$ cat src/rtl/ctrl_unit_pkg.sv
// Shared encodings for the 16-bit processor control unit: opcodes, FSM states,
// instruction field positions and the RF-source / ALU select codes.
package ctrl_unit_pkg;

    typedef enum logic [3:0] {
        OP_NOOP  = 4'd0,
        OP_STORE = 4'd1,
        OP_LOAD  = 4'd2,
        OP_ADD   = 4'd3,
        OP_SUB   = 4'd4,
        OP_HALT  = 4'd5,
        OP_LDI   = 4'd6,
        OP_JMP   = 4'd7,
        OP_JZ    = 4'd8
    } opcode_e;

    typedef enum logic [3:0] {
        ST_INIT   = 4'd0,
        ST_FETCH  = 4'd1,
        ST_DECODE = 4'd2,
        ST_NOOP   = 4'd3,
        ST_LOAD_A = 4'd4,
        ST_LOAD_B = 4'd5,
        ST_STORE  = 4'd6,
        ST_ADD    = 4'd7,
        ST_HALT   = 4'd8,
        ST_SUB    = 4'd9,
        ST_LDI    = 4'd10,
        ST_JMP    = 4'd11,
        ST_JZ     = 4'd12
    } state_e;

    localparam int unsigned OPC_HI = 15;
    localparam int unsigned OPC_LO = 12;
    localparam int unsigned FA_HI  = 11;
    localparam int unsigned FA_LO  = 8;
    localparam int unsigned FB_HI  = 7;
    localparam int unsigned FB_LO  = 4;
    localparam int unsigned FC_HI  = 3;
    localparam int unsigned FC_LO  = 0;
    localparam int unsigned IMM_HI = 11;
    localparam int unsigned IMM_LO = 4;
    localparam int unsigned DA_HI  = 7;
    localparam int unsigned DA_LO  = 0;

    localparam logic [1:0] RFS_ALU  = 2'b00;
    localparam logic [1:0] RFS_DMEM = 2'b01;
    localparam logic [1:0] RFS_IMM  = 2'b10;

    localparam logic [2:0] ALU_PASS = 3'b000;
    localparam logic [2:0] ALU_ADD  = 3'b001;
    localparam logic [2:0] ALU_SUB  = 3'b010;

endpackage

$ cat src/rtl/ctrl_unit_param_if.sv
// Bundle of instruction-memory, datapath-control and debug signals between
// the control unit (master) and the ROM/datapath side (slave).
interface ctrl_unit_param_if #(
    parameter int unsigned PC_W    = 7,
    parameter int unsigned DADDR_W = 8
);
    logic [15:0]        IMem_Q;
    logic               Ra_Zero;
    logic               Run;
    logic [PC_W-1:0]    IMem_Addr;
    logic [PC_W-1:0]    PC_Out;
    logic [15:0]        IR_Out;
    logic [DADDR_W-1:0] D_Addr;
    logic               D_Wr;
    logic [1:0]         RF_s;
    logic [15:0]        RF_Imm;
    logic [3:0]         RF_W_Addr;
    logic               RF_W_en;
    logic [3:0]         RF_Ra_Addr;
    logic [3:0]         RF_Rb_Addr;
    logic [2:0]         ALU_s0;
    logic [3:0]         outState;
    logic [3:0]         nextState;

    modport master (
        input  IMem_Q, Ra_Zero, Run,
        output IMem_Addr, PC_Out, IR_Out, D_Addr, D_Wr, RF_s, RF_Imm,
               RF_W_Addr, RF_W_en, RF_Ra_Addr, RF_Rb_Addr, ALU_s0,
               outState, nextState
    );

    modport slave (
        output IMem_Q, Ra_Zero, Run,
        input  IMem_Addr, PC_Out, IR_Out, D_Addr, D_Wr, RF_s, RF_Imm,
               RF_W_Addr, RF_W_en, RF_Ra_Addr, RF_Rb_Addr, ALU_s0,
               outState, nextState
    );
endinterface

$ cat src/rtl/ctrl_unit_param_pc_reg.sv
// Program counter: synchronous active-low clear, load (jump) and wrapping
// increment; a load takes priority over the increment.
module pc_reg #(
    parameter int unsigned PC_W = 7
) (
    input  logic            clk,
    input  logic            rst_n,
    input  logic            inc,
    input  logic            ld,
    input  logic [PC_W-1:0] ld_val,
    output logic [PC_W-1:0] pc
);
    logic [PC_W-1:0] pc_q;
    logic [PC_W-1:0] pc_d;

    always_comb begin
        pc_d = pc_q;
        if (ld) begin
            pc_d = ld_val;
        end else if (inc) begin
            pc_d = pc_q + 1'b1;
        end
    end

    always_ff @(posedge clk) begin
        if (!rst_n) begin
            pc_q <= '0;
        end else begin
            pc_q <= pc_d;
        end
    end

    assign pc = pc_q;
endmodule

$ cat src/rtl/ctrl_unit_param.sv
// Control unit: PC, IR and the fetch/decode/execute FSM; all control lines are
// Moore decodes of the registered state and IR.
module ctrl_unit_param
    import ctrl_unit_pkg::*;
#(
    parameter int unsigned PC_W     = 7,
    parameter int unsigned DADDR_W  = 8,
    parameter int unsigned IMEM_LAT = 1
) (
    input  logic              Clk,
    input  logic              Reset,
    ctrl_unit_param_if.master bus
);
    localparam int unsigned CNT_W = (IMEM_LAT > 1) ? $clog2(IMEM_LAT) : 1;
    localparam logic [CNT_W-1:0] CNT_LAST = CNT_W'(IMEM_LAT - 1);

    state_e          state_q, state_d;
    logic [15:0]     ir_q, ir_d;
    logic [CNT_W-1:0] cnt_q, cnt_d;

    logic            pc_inc;
    logic            pc_ld;
    logic [PC_W-1:0] pc_val;

    pc_reg #(.PC_W(PC_W)) u_pc (
        .clk    (Clk),
        .rst_n  (Reset),
        .inc    (pc_inc),
        .ld     (pc_ld),
        .ld_val (ir_q[PC_W-1:0]),
        .pc     (pc_val)
    );

    // Next-state, IR capture and PC control.
    always_comb begin
        state_d = state_q;
        ir_d    = ir_q;
        cnt_d   = cnt_q;
        pc_inc  = 1'b0;
        pc_ld   = 1'b0;
        case (state_q)
            ST_INIT: begin
                cnt_d   = '0;
                state_d = ST_FETCH;
            end
            ST_FETCH: begin
                if (cnt_q == CNT_LAST) begin
                    ir_d    = bus.IMem_Q;
                    pc_inc  = 1'b1;
                    cnt_d   = '0;
                    state_d = ST_DECODE;
                end else begin
                    cnt_d = cnt_q + 1'b1;
                end
            end
            ST_DECODE: begin
                case (ir_q[OPC_HI:OPC_LO])
                    OP_NOOP:  state_d = ST_NOOP;
                    OP_STORE: state_d = ST_STORE;
                    OP_LOAD:  state_d = ST_LOAD_A;
                    OP_ADD:   state_d = ST_ADD;
                    OP_SUB:   state_d = ST_SUB;
                    OP_HALT:  state_d = ST_HALT;
                    OP_LDI:   state_d = ST_LDI;
                    OP_JMP:   state_d = ST_JMP;
                    OP_JZ:    state_d = ST_JZ;
                    default:  state_d = ST_NOOP;
                endcase
            end
            ST_LOAD_A: state_d = ST_LOAD_B;
            ST_HALT: begin
                if (bus.Run) begin
                    state_d = ST_FETCH;
                end
            end
            ST_JMP: begin
                pc_ld   = 1'b1;
                state_d = ST_FETCH;
            end
            ST_JZ: begin
                pc_ld   = bus.Ra_Zero;
                state_d = ST_FETCH;
            end
            ST_NOOP, ST_LOAD_B, ST_STORE, ST_ADD, ST_SUB, ST_LDI: begin
                state_d = ST_FETCH;
            end
            default: state_d = ST_INIT;
        endcase
    end

    always_ff @(posedge Clk) begin
        if (!Reset) begin
            state_q <= ST_INIT;
            ir_q    <= '0;
            cnt_q   <= '0;
        end else begin
            state_q <= state_d;
            ir_q    <= ir_d;
            cnt_q   <= cnt_d;
        end
    end

    logic [DADDR_W-1:0] d_addr;
    logic               d_wr;
    logic [1:0]         rf_s;
    logic [3:0]         rf_w_addr;
    logic               rf_w_en;
    logic [3:0]         rf_ra_addr;
    logic [3:0]         rf_rb_addr;
    logic [2:0]         alu_s0;

    // Datapath control decode; everything idles at zero outside its state.
    always_comb begin
        d_addr     = '0;
        d_wr       = 1'b0;
        rf_s       = RFS_ALU;
        rf_w_addr  = '0;
        rf_w_en    = 1'b0;
        rf_ra_addr = '0;
        rf_rb_addr = '0;
        alu_s0     = ALU_PASS;
        case (state_q)
            ST_ADD, ST_SUB: begin
                rf_ra_addr = ir_q[FA_HI:FA_LO];
                rf_rb_addr = ir_q[FB_HI:FB_LO];
                rf_w_addr  = ir_q[FC_HI:FC_LO];
                rf_w_en    = 1'b1;
                alu_s0     = (state_q == ST_ADD) ? ALU_ADD : ALU_SUB;
            end
            ST_LOAD_A: begin
                d_addr = DADDR_W'(ir_q[IMM_HI:IMM_LO]);
                rf_s   = RFS_DMEM;
            end
            ST_LOAD_B: begin
                d_addr    = DADDR_W'(ir_q[IMM_HI:IMM_LO]);
                rf_s      = RFS_DMEM;
                rf_w_addr = ir_q[FC_HI:FC_LO];
                rf_w_en   = 1'b1;
            end
            ST_STORE: begin
                rf_ra_addr = ir_q[FA_HI:FA_LO];
                d_addr     = DADDR_W'(ir_q[DA_HI:DA_LO]);
                d_wr       = 1'b1;
            end
            ST_LDI: begin
                rf_s      = RFS_IMM;
                rf_w_addr = ir_q[FC_HI:FC_LO];
                rf_w_en   = 1'b1;
            end
            ST_JZ: begin
                rf_ra_addr = ir_q[FA_HI:FA_LO];
            end
            default: begin
            end
        endcase
    end

    assign bus.IMem_Addr  = pc_val;
    assign bus.PC_Out     = pc_val;
    assign bus.IR_Out     = ir_q;
    assign bus.D_Addr     = d_addr;
    assign bus.D_Wr       = d_wr;
    assign bus.RF_s       = rf_s;
    assign bus.RF_Imm     = {8'h00, ir_q[IMM_HI:IMM_LO]};
    assign bus.RF_W_Addr  = rf_w_addr;
    assign bus.RF_W_en    = rf_w_en;
    assign bus.RF_Ra_Addr = rf_ra_addr;
    assign bus.RF_Rb_Addr = rf_rb_addr;
    assign bus.ALU_s0     = alu_s0;
    assign bus.outState   = state_q;
    assign bus.nextState  = state_d;
endmodule

$ cat src/flat_wrapper.sv
// flat-port wrapper written by rule: the top's interface ports become plain ports
module ctrl_unit_param_flat import ctrl_unit_pkg::*;
#(
    parameter int unsigned PC_W     = 7,
    parameter int unsigned DADDR_W  = 8,
    parameter int unsigned IMEM_LAT = 1
)
  (Clk, Reset, bus_IMem_Q, bus_Ra_Zero, bus_Run, bus_IMem_Addr, bus_PC_Out, bus_IR_Out, bus_D_Addr, bus_D_Wr, bus_RF_s, bus_RF_Imm, bus_RF_W_Addr, bus_RF_W_en, bus_RF_Ra_Addr, bus_RF_Rb_Addr, bus_ALU_s0, bus_outState, bus_nextState);
  ctrl_unit_param_if #(.PC_W(PC_W), .DADDR_W(DADDR_W)) bus_i ();
  input  logic Clk;
  input  logic Reset;
  input wire logic [$bits(bus_i.IMem_Q)-1:0] bus_IMem_Q;
  input wire logic [$bits(bus_i.Ra_Zero)-1:0] bus_Ra_Zero;
  input wire logic [$bits(bus_i.Run)-1:0] bus_Run;
  output wire logic [$bits(bus_i.IMem_Addr)-1:0] bus_IMem_Addr;
  output wire logic [$bits(bus_i.PC_Out)-1:0] bus_PC_Out;
  output wire logic [$bits(bus_i.IR_Out)-1:0] bus_IR_Out;
  output wire logic [$bits(bus_i.D_Addr)-1:0] bus_D_Addr;
  output wire logic [$bits(bus_i.D_Wr)-1:0] bus_D_Wr;
  output wire logic [$bits(bus_i.RF_s)-1:0] bus_RF_s;
  output wire logic [$bits(bus_i.RF_Imm)-1:0] bus_RF_Imm;
  output wire logic [$bits(bus_i.RF_W_Addr)-1:0] bus_RF_W_Addr;
  output wire logic [$bits(bus_i.RF_W_en)-1:0] bus_RF_W_en;
  output wire logic [$bits(bus_i.RF_Ra_Addr)-1:0] bus_RF_Ra_Addr;
  output wire logic [$bits(bus_i.RF_Rb_Addr)-1:0] bus_RF_Rb_Addr;
  output wire logic [$bits(bus_i.ALU_s0)-1:0] bus_ALU_s0;
  output wire logic [$bits(bus_i.outState)-1:0] bus_outState;
  output wire logic [$bits(bus_i.nextState)-1:0] bus_nextState;
  assign bus_i.IMem_Q = bus_IMem_Q;
  assign bus_i.Ra_Zero = bus_Ra_Zero;
  assign bus_i.Run = bus_Run;
  assign bus_IMem_Addr = bus_i.IMem_Addr;
  assign bus_PC_Out = bus_i.PC_Out;
  assign bus_IR_Out = bus_i.IR_Out;
  assign bus_D_Addr = bus_i.D_Addr;
  assign bus_D_Wr = bus_i.D_Wr;
  assign bus_RF_s = bus_i.RF_s;
  assign bus_RF_Imm = bus_i.RF_Imm;
  assign bus_RF_W_Addr = bus_i.RF_W_Addr;
  assign bus_RF_W_en = bus_i.RF_W_en;
  assign bus_RF_Ra_Addr = bus_i.RF_Ra_Addr;
  assign bus_RF_Rb_Addr = bus_i.RF_Rb_Addr;
  assign bus_ALU_s0 = bus_i.ALU_s0;
  assign bus_outState = bus_i.outState;
  assign bus_nextState = bus_i.nextState;
  ctrl_unit_param #(.PC_W(PC_W), .DADDR_W(DADDR_W), .IMEM_LAT(IMEM_LAT)) u_core (.Clk(Clk), .Reset(Reset), .bus(bus_i));
endmodule
$ cat config.mk
export PLATFORM = sky130hd
export DESIGN_NAME = ctrl_unit_param_flat
export DESIGN_NICKNAME = d
export VERILOG_FILES = /design/src/rtl/ctrl_unit_pkg.sv /design/src/rtl/ctrl_unit_param_if.sv /design/src/rtl/ctrl_unit_param_pc_reg.sv /design/src/rtl/ctrl_unit_param.sv /design/src/flat_wrapper.sv
export SDC_FILE = /design/constraint.sdc
export NUM_CORES = 1
export LEC_CHECK = 0
export ABC_AREA = 1
export CAP_MARGIN = 0
export CORE_ASPECT_RATIO = 1.4
export CORE_MARGIN = 10
export CORE_UTILIZATION = 40
export CTS_BUF_LIST = sky130_fd_sc_hd__clkbuf_8 sky130_fd_sc_hd__clkbuf_16
export CTS_CLUSTER_DIAMETER = 30
export DETAILED_ROUTE_END_ITERATION = 12
export HOLD_SLACK_MARGIN = 0.03
export PLACE_DENSITY_LB_ADDON = 0.05
export SLEW_MARGIN = 20
export SYNTH_ARGS = -nofsm -noshare
export SYNTH_HDL_FRONTEND = slang
export SYNTH_SLANG_ARGS = --single-unit
$ cat constraint.sdc
create_clock -name Clk -period 4.4 [get_ports Clk]
set_clock_uncertainty 0.1 [all_clocks]
set_input_delay 0.88 -clock Clk [delete_from_list [all_inputs] [get_ports Clk]]
set_output_delay 0.88 -clock Clk [all_outputs]
set_load 0.02 [all_outputs]
== Word-level counts from Yosys, hierarchy flattened ==
Memory sizes are Yosys's and may differ from the RTL's. A register that Yosys moved wholly into a read port is not among the register bits.
Index checks and enable logic that the tools add are counted.

* Memories: 1
* Bits in read-only memories: 64
* Bits in registers: 28
* Output and inout port bits: 81

* Bitwise operators: 1
* Equal/unequal tests: 12
* $add $sub $neg: 2
* Mux-type cells: 21
* Reductions and logical operators: 9

{| class="wikitable"
|+ Memories
! name !! words !! bits a word !! read ports !! clocked after memory_dff !! write ports !! RTL line !! text
|-
| (no name shown) || 16 || 4 || 1 || 1 || 0 || ctrl_unit_param.sv:57 || <nowiki>case (ir_q[OPC_HI:OPC_LO])</nowiki>
|}

{| class="wikitable"
|+ Operators with widths
! operator !! count
|-
| 4-bit two-way mux || 7
|-
| 4-bit equality test (second input constant) || 5
|-
| 4-bit case mux with 5 select lines || 1
|-
| 4-bit by 3-bit equality test with 1-bit output (second input constant) || 4
|-
| 8-bit case mux with 2 select lines || 1
|-
| 7-bit two-way mux || 2
|-
| 9-bit OR reduction || 1
|-
| 4-bit by 2-bit equality test with 1-bit output (second input constant) || 2
|-
| 4-bit OR reduction || 2
|-
| 7-bit by 1-bit adder with 7-bit output (second input constant) || 1
|-
| 1-bit two-way mux || 5
|-
| 4-bit by 1-bit equality test with 1-bit output (second input constant) || 1
|-
| 4-bit logical NOT || 1
|-
| 1-bit case mux with 2 select lines || 2
|-
| 2-bit case mux with 2 select lines || 1
|-
| 2-bit nonzero test || 2
|-
| 2-bit OR reduction || 2
|-
| 3-bit two-way mux || 1
|-
| 2-bit two-way mux || 1
|-
| 2-bit AND reduction || 1
|-
| 1-bit adder (second input constant) || 1
|-
| 1-bit inverter || 1
|}

== Logic depth before layout (Yosys ltp) ==
Gate-level depths: netlist of the first run.

* Word-level depth: 4
* Gate-level depth with buffers: 10
* Mapped depth without buffers: 10

== Cells and area by module ==
A second synthesis of the first run with hierarchy kept.

* Cell total of the unflattened synthesis: 266
* Area, all modules: 1891.8 µm²

{| class="wikitable"
|+ By module, submodules not included
! module !! cells an instance !! times used !! area each (µm²) !! seq. area each (µm²)
|-
| ctrl_unit_param || 210 || 1 || 1467.7 || 480.5
|-
| pc_reg || 56 || 1 || 424.2 || 140.1
|}

== Worst setup path after synthesis of the first run ==
No wires, ideal clock.

* Path type: register to output
* Start point: register u_core.state_q[1], in the netlist u_core.bus.outState[1]
* End point: output bus_RF_Ra_Addr[0]
* Path buffers: 0
* Stages on the path, launching flop included: 7
* Required time: 3.420 ns
* Arrival: 1.341 ns
* Path slack: 2.079 ns
* Cell sequence: dfxtp_1 inv_2 nor2_1 nand2_2 nand2_1 nor2_1 nor2_1

* Longest elaborated chain between the ends: 3
* Elaborated cells on any way between the ends: 6

{| class="wikitable"
|+ Ends and longest elaborated chain
! what !! RTL line !! text
|-
| start, declared || ctrl_unit_param.sv:17 || <nowiki>state_e state_q, state_d;</nowiki>
|-
| start signal, assigned || ctrl_unit_param.sv:97 || <nowiki>state_q <= state_d;</nowiki>
|-
| 4-bit by 3-bit equality test with 1-bit output / 4-bit equality test (equally long branches) || ctrl_unit_param.sv:122 || <nowiki>case (state_q)</nowiki>
|-
| 4-bit OR reduction (no line) (*) || n/a ||
|-
| 4-bit two-way mux (*) || ctrl_unit_param.sv:122 ||
|-
| end, declared || flat_wrapper.sv:24 || <nowiki>output wire logic [$bits(bus_i.RF_Ra_Addr)-1:0] bus_RF_Ra_Addr;</nowiki>
|}

Mark *: on every way between the ends. The rest lies on a longest branch, timed or not.

== Worst setup path after layout of the first run ==
* Start point: input bus_Run
* End point: output bus_nextState[0]

* Longest elaborated chain between the ends: 2

{| class="wikitable"
|+ Ends and longest elaborated chain
! what !! RTL line !! text
|-
| start, declared || flat_wrapper.sv:14 || <nowiki>input wire logic [$bits(bus_i.Run)-1:0] bus_Run;</nowiki>
|-
| 4-bit two-way mux || ctrl_unit_param.sv:72 || <nowiki>if (bus.Run) begin</nowiki>
|-
| 4-bit case mux with 5 select lines || ctrl_unit_param.sv:41 || <nowiki>case (state_q)</nowiki>
|-
| end, declared || flat_wrapper.sv:28 || <nowiki>output wire logic [$bits(bus_i.nextState)-1:0] bus_nextState;</nowiki>
|}

No other way between the ends.

==> summary.md, run 1 <==
| Metric | Value |
|---|---|
| Status | complete, no violations |
| Hpwl dp | 4869 um |
| Warnings, synthesis | 0 |
| Antenna violations before repair | 0 |
| Most common cell after layout, fill and taps aside | clkdlybuf4s50_1 |
| Post-DRT Antenna Nets | 0 |
| Post-CTS Setup Inserts | 0 |
| Clock Path Buffers | 2 |
| Vias per Instance | 4.651 |
| Ratio of cells with drive above 1 in the final layout | 0.06964 |
| Antenna Cells | 0 |
| CP bufs+invs | 2 |
| RSZ-0062 raised after global routing | no |
| Final setup TNS | 0 ps |
| Finished Layout Cells | 421 |
| GPL Wtd Cong | 0.7964 |
| Clk_lat worst skew | 290 ps |
| Aggregate global routing overflow | 0 |
| Remaining DRCs | 0 |
| WS Path Type | in2out |
| Register bit total from synthesis | 31 |
| Total wire length | 6036 um |
| Crit. End Element | output pin |
| Req. time, crit path | 3420 ps |
| Global-route wire length before repair | 9591 um |
| Clk sinks | 31 |
| Largest net degree at the start of global routing | 37 |
| Top Family by Delay on Critical Path | buffers and inverters |
| Placed cell count | 414 |
| Met1 GRT Util | 0.1525 |
| Nets | 383 |
| Ports | 101 |
| Crit Path Max Fanout | 2 |
| Post-synth EDFFs | 0 |
| Post-Synthesis Cells | 281 |
| CP most frequent cell | clkdlybuf4s50_1 |
| Avg Cell Area, Syn | 6.608 um2 |
| Most frequent cells in the layout | clkdlybuf4s50_1 (91), nand2_1 (51), inv_1 (44) |
| Hold buffers post-CTS | 0 |
| R2R cell count | 9 |
| Asr flop ratio synth | 0 |
| Worst min path class | reg2reg |
| H-tree level count | 2 |
| Height of the die | 100.6 um |
| Max stage delay cell, worst path | clkdlybuf4s50_1 |
| Register area share after synthesis | 0.3342 |
| Period Utilization, post-route | 0.7298 |
| CTS tree | yes |
| Hold Vio Cnt, Final | 0 |
| Hold-critical path depth | 2 |
| Max Freq | 311.4 MHz |
| Worst path depth | 5 |
| Worst-path clk slew | 70 ps |
| Drt initial violations | 127 |
| Cell Rows | 29 |
| Max_cap viols | 0 |
| 1st-pass router iterations | 4 |
| Root buf cell | clkbuf_8 |
| Num CTS Buffers | 5 |
| Final setup viols | 0 |
| Die outline width | 77.58 um |
| Tmin final | 3211 ps |
| GR Util All Layers | 0.1532 |
| Register area | 620.6 um2 |
| GR peak layer | met2 |
| Worst-margin pin slew | 607.1 ps |
| CP arrival | 2230 ps |
| Fill cells | 454 |
| Synth cell types | 26 |
| Worst vdd ir | 304.3 uV |
| Area growth, synth to finish | 49.12% |
| Worst-path cell chain | clkdlybuf4s50_1 -> nand3_1 -> nand2_1 -> nand3b_1 -> clkdlybuf4s50_1 |
| Max-slew headroom | 0.5938 |
| Starting density of the core | 0.4127 |
| Largest stage delay, worst path | 620 ps |
| Post-CTS Resized | 0 |
| Port-buffer cells | 91 |
| Ys flop type | dfxtp_1 |
| M2 GR Usage | 0.2860 |
| Netlist Area Pre-Place | 1857 um2 |
| Total power | 1321 uW |
| Cell area after layout | 2769 um2 |
| Leak Pwr | 0.001202 uW |
| WL per Instance | 14.34 um |
| Final core utilization | 0.6154 |
| Die area | 7806 um2 |
| Slew Limit Fails | 0 |
| Pwr/cell area | 477.2 nW/um2 |
| Multi-input gate area | 880.8 um2 |
| CP Launch Type | input port |
| Core area | 4499 um2 |
| Vias in the first global route | 1909 |
| Post-DP Area | 2681 um2 |
| Via Count | 1958 |
| M3 GR Usage | 0.05714 |
metal layers:
layer  part of all wire  vias to the layer above
met3              0.070                        5
met5                  0                        -
met4              0.011                        0
met2               0.55                       60
li1                   -                     1004
met1               0.37                      889
path summary, 6_finish.rpt:
check / startpoint / to / slack, ps
worst max register to register: u_core.bus.outState[2] / flop / 2320
worst max-delay path: bus_Run / bus_nextState[0] / 1190
worst min register to register: flop / u_core.bus.outState[1] / 380
worst min-delay path: flop / u_core.bus.outState[1] / 380
metrics by stage:
stage          setup slack (ps)  hold WS, ps
2_1_floorplan              2079        346.2
3_3_place_gp               1178        360.2
3_5_place_dp               1173        366.3
4_1_cts                    1172        377.4
5_1_grt                    1031        415.4
6_report                   1189        381.9
cells by family (layout without fill, tap and decap cells):
group,after synthesis,count (layout),share of synthesized area
AND/OR/NAND/NOR,122,122,0.2985
buffers and inverters,78,148,0.2075
AO/OA/AOI/OAI,44,44,0.1260
flip-flops,31,31,0.3342
adder cells (fa/ha/maj),4,4,0.02696
other,1,9,0.002020
XOR/XNOR,1,1,0.004718
layout make-up:
class,instances,share of cell area
clock buffers,6,0.02982
clock inverters,1,0.001807
inverters,49,0.06643
multi-input cells,180,0.3181
flip-flops and latches,31,0.2241
well taps,62,0.02802
repair buffers,92,0.3317
worst reg2reg max path, cell delays in order (launching register included):
cell     delay (ps)
dfxtp_1         370
nor2_1          280
nand2_2         420
nor2_1          200
nor3_1           80
inv_1           110
ha_1            180
nand2_1          60
nand2_1          80
nand3_1          80
power breakdown:
| part | switching, uW | internal, uW |
|---|---|---|
| logic | 393 | 272 |
| clock network | 113 | 123 |
| registers | 62.0 | 359 |
Yosys cell counts, types with 4 or more instances:
cell | count | area (um2)
inv_1 | 44 | 165.2
nand4_1 | 4 | 25.02
nor2_1 | 29 | 108.9
buf_4 | 24 | 180.2
dfxtp_1 | 31 | 620.6
nand3_1 | 21 | 105.1
o21ai_0 | 14 | 70.07
nand2_1 | 51 | 191.4
o22ai_1 | 9 | 56.30
nor2_2 | 4 | 25.02
a21oi_1 | 17 | 85.08
ha_1 | 4 | 50.05
inv_2 | 5 | 18.77
(Power assumes the default switching activity.)
==> run 2, diff against run 1 <==
Settings changed: CORE_UTILIZATION 40 to 35.
Clock period 4.4 ns to 2.8 ns, I/O delays scaled along.
==> summary.md, run 2 (synthesized netlist as in run 1, its figures left out) <==
| Metric | Value |
|---|---|
| WS Path Type | reg2out |
| CTS tree | yes |
| Most common cell after layout, fill and taps aside | clkdlybuf4s50_1 |
| Largest stage delay, worst path | 610 ps (about the same) |
| CP bufs+invs | 2 (unchanged) |
| Fin worst setup slack | 163.5 ps (-1025 ps) |
| Slew Limit Fails | 0 (unchanged) |
| 1st-pass router iterations | 4 (unchanged) |
| Pwr/cell area | 739.5 nW/um2 (+55%) |
| CP Launch Type | flop |
| Cell area after layout | 2825 um2 (+2.0%) |
| Hold Vio Cnt, Final | 0 (unchanged) |
| Top Family by Delay on Critical Path | buffers and inverters |
| Period Utilization, post-route | 0.9416 |
| Clock Path Buffers | 2 (unchanged) |
| Final setup viols | 0 (unchanged) |
| Area growth, synth to finish | 52.16% |
| Port-buffer cells | 91 (unchanged) |
| CP arrival | 1980 ps (-250 ps) |
| Ports | 101 (unchanged) |
| Remaining DRCs | 0 (unchanged) |
| Worst hold slack | 374.7 ps (-7.206 ps) |
| Clk sinks | 31 (unchanged) |
| RSZ-0062 raised after global routing | no |
| Ratio of cells with drive above 1 in the final layout | 0.08587 (+0.01623) |
| Antenna violations before repair | 0 (unchanged) |
| Core area | 5159 um2 (+15%) |
| Max stage delay cell, worst path | clkdlybuf4s50_1 |
| Aggregate global routing overflow | 0 (unchanged) |
| Height of the die | 106.2 um (+5.5%) |
| Vias per Instance | 4.658 (+0.16%) |
| Antenna Cells | 0 (unchanged) |
| Die area | 8660 um2 (+11%) |
| GPL Wtd Cong | 0.7956 (-0.10%) |
| Post-DP Area | 2701 um2 (+0.75%) |
| Max_cap viols | 0 (unchanged) |
| Cell Rows | 31 (+6.9%) |
| Worst min path class | reg2reg |
| Leak Pwr | 0.001425 uW (+19%) |
| GR Util All Layers | 0.1442 (-0.008968) |
| Largest net degree at the start of global routing | 36 (-2.7%) |
| Crit. End Element | output pin |
| Hpwl dp | 5064 um (+4.0%) |
| Max Freq | 379.3 MHz |
| WL per Instance | 14.66 um (+2.2%) |
| Req. time, crit path | 2140 ps (-1280 ps) |
| Crit Path Max Fanout | 6 (+4) |
| Nets | 385 (+0.52%) |
| Root buf cell | clkbuf_8 |
| Num CTS Buffers | 5 (unchanged) |
| Post-DRT Antenna Nets | 0 (unchanged) |
| Worst-path cell chain | inv_2 -> nor2_2 -> nand2_1 -> nand2_1 -> nor2_2 -> nor2_1 -> clkdlybuf4s50_1 |
| Global-route wire length before repair | 9722 um (+1.4%) |
| Worst-path clk slew | 70 ps (about the same) |
| Most frequent cells in the layout | clkdlybuf4s50_1 (79), nand2_1 (50), inv_1 (44) |
| Clk_lat worst skew | 280 ps (about the same) |
| DP Worst Slack | 208.0 ps (-965.1 ps) |
| Via Count | 1989 (+1.6%) |
| Total wire length | 6259 um (+3.7%) |
| H-tree level count | 2 (unchanged) |
| Die outline width | 81.56 um (+5.1%) |
| Starting density of the core | 0.3599 (-0.05275) |
| Vias in the first global route | 1918 (+0.47%) |
| Drt initial violations | 76 (-40%) |
| Tmin final | 2636 ps |
| Status | complete, no violations |
| Final setup TNS | 0 ps (unchanged) |
| Worst vdd ir | 481.2 uV (+58%) |
[run 2: changes by cell type in the layout (fill, tap and decap cells not counted), sizes merged]
cell,previous run,this run
buf,1,3
clkdlybuf4s50,91,79
dlymetal6s2s,0,12
[run 2: where the power goes]
group / total, uW / switching, uW / internal, uW / leakage (uW)
Clock: 366 / 173 / 193 / 0.0000470
Combinational: 1060 / 627 / 434 / 0.00112
Sequential: 662 / 96.0 / 566 / 0.000256
Total: 2090 / 897 / 1190 / 0.00143
[run 2: path summary, 6_finish.rpt]
check                         startpoint                endpoint  slack (ps)  depth (start not counted)
setup / recovery  u_core.bus.outState[3]        bus_RF_W_Addr[0]         160                          7
hold / removal                      flop  u_core.bus.outState[1]         370                          2
setup reg to reg  u_core.bus.outState[3]                    flop         830                          8
hold reg to reg                     flop  u_core.bus.outState[1]         370                          2
[run 2: through the flow]
stage,util,power [uW],std cells
after CTS,0.5406,2117,427
after floorplan,-,1328,289
after detailed placement,0.5236,1746,420
after global placement,0.5236,1741,420
after global routing,0.5477,2246,427
final,0.5477,2089,427
[run 2: timing repair]
action | in CTS | in global routing
resized for setup | 0 | 16
endpoints found under the setup margin | 0 | 21
setup buffers | 0 | 0
hold endpoints to repair | 0 | 0
hold buffers | 0 | 0
[run 2: tightest hold or removal path, stage by stage (launching register included)]
cell	delay (ps)
dfxtp_1	300
nand2_1	70
a21oi_1	60
[run 2: routing by layer]
metal,global-route usage,vias up,routed length [um]
li1,-,1014,-
met1,0.1383,906,2135
met2,0.2656,57,3392
met3,0.04637,12,570
met4,0.06576,0,160
met5,0,-,0
[run 2: final cells by class]
| class | instances | area [um2] |
|---|---|---|
| sequential | 31 | 624.3 |
| tap | 66 | 82.58 |
| clock buffer | 6 | 82.58 |
| clock inverter | 1 | 5.005 |
| timing repair buffer | 94 | 963.4 |
| fill | 525 | 2333 |
| inverter | 49 | 183.9 |
| multi-input combinational | 180 | 883.3 |
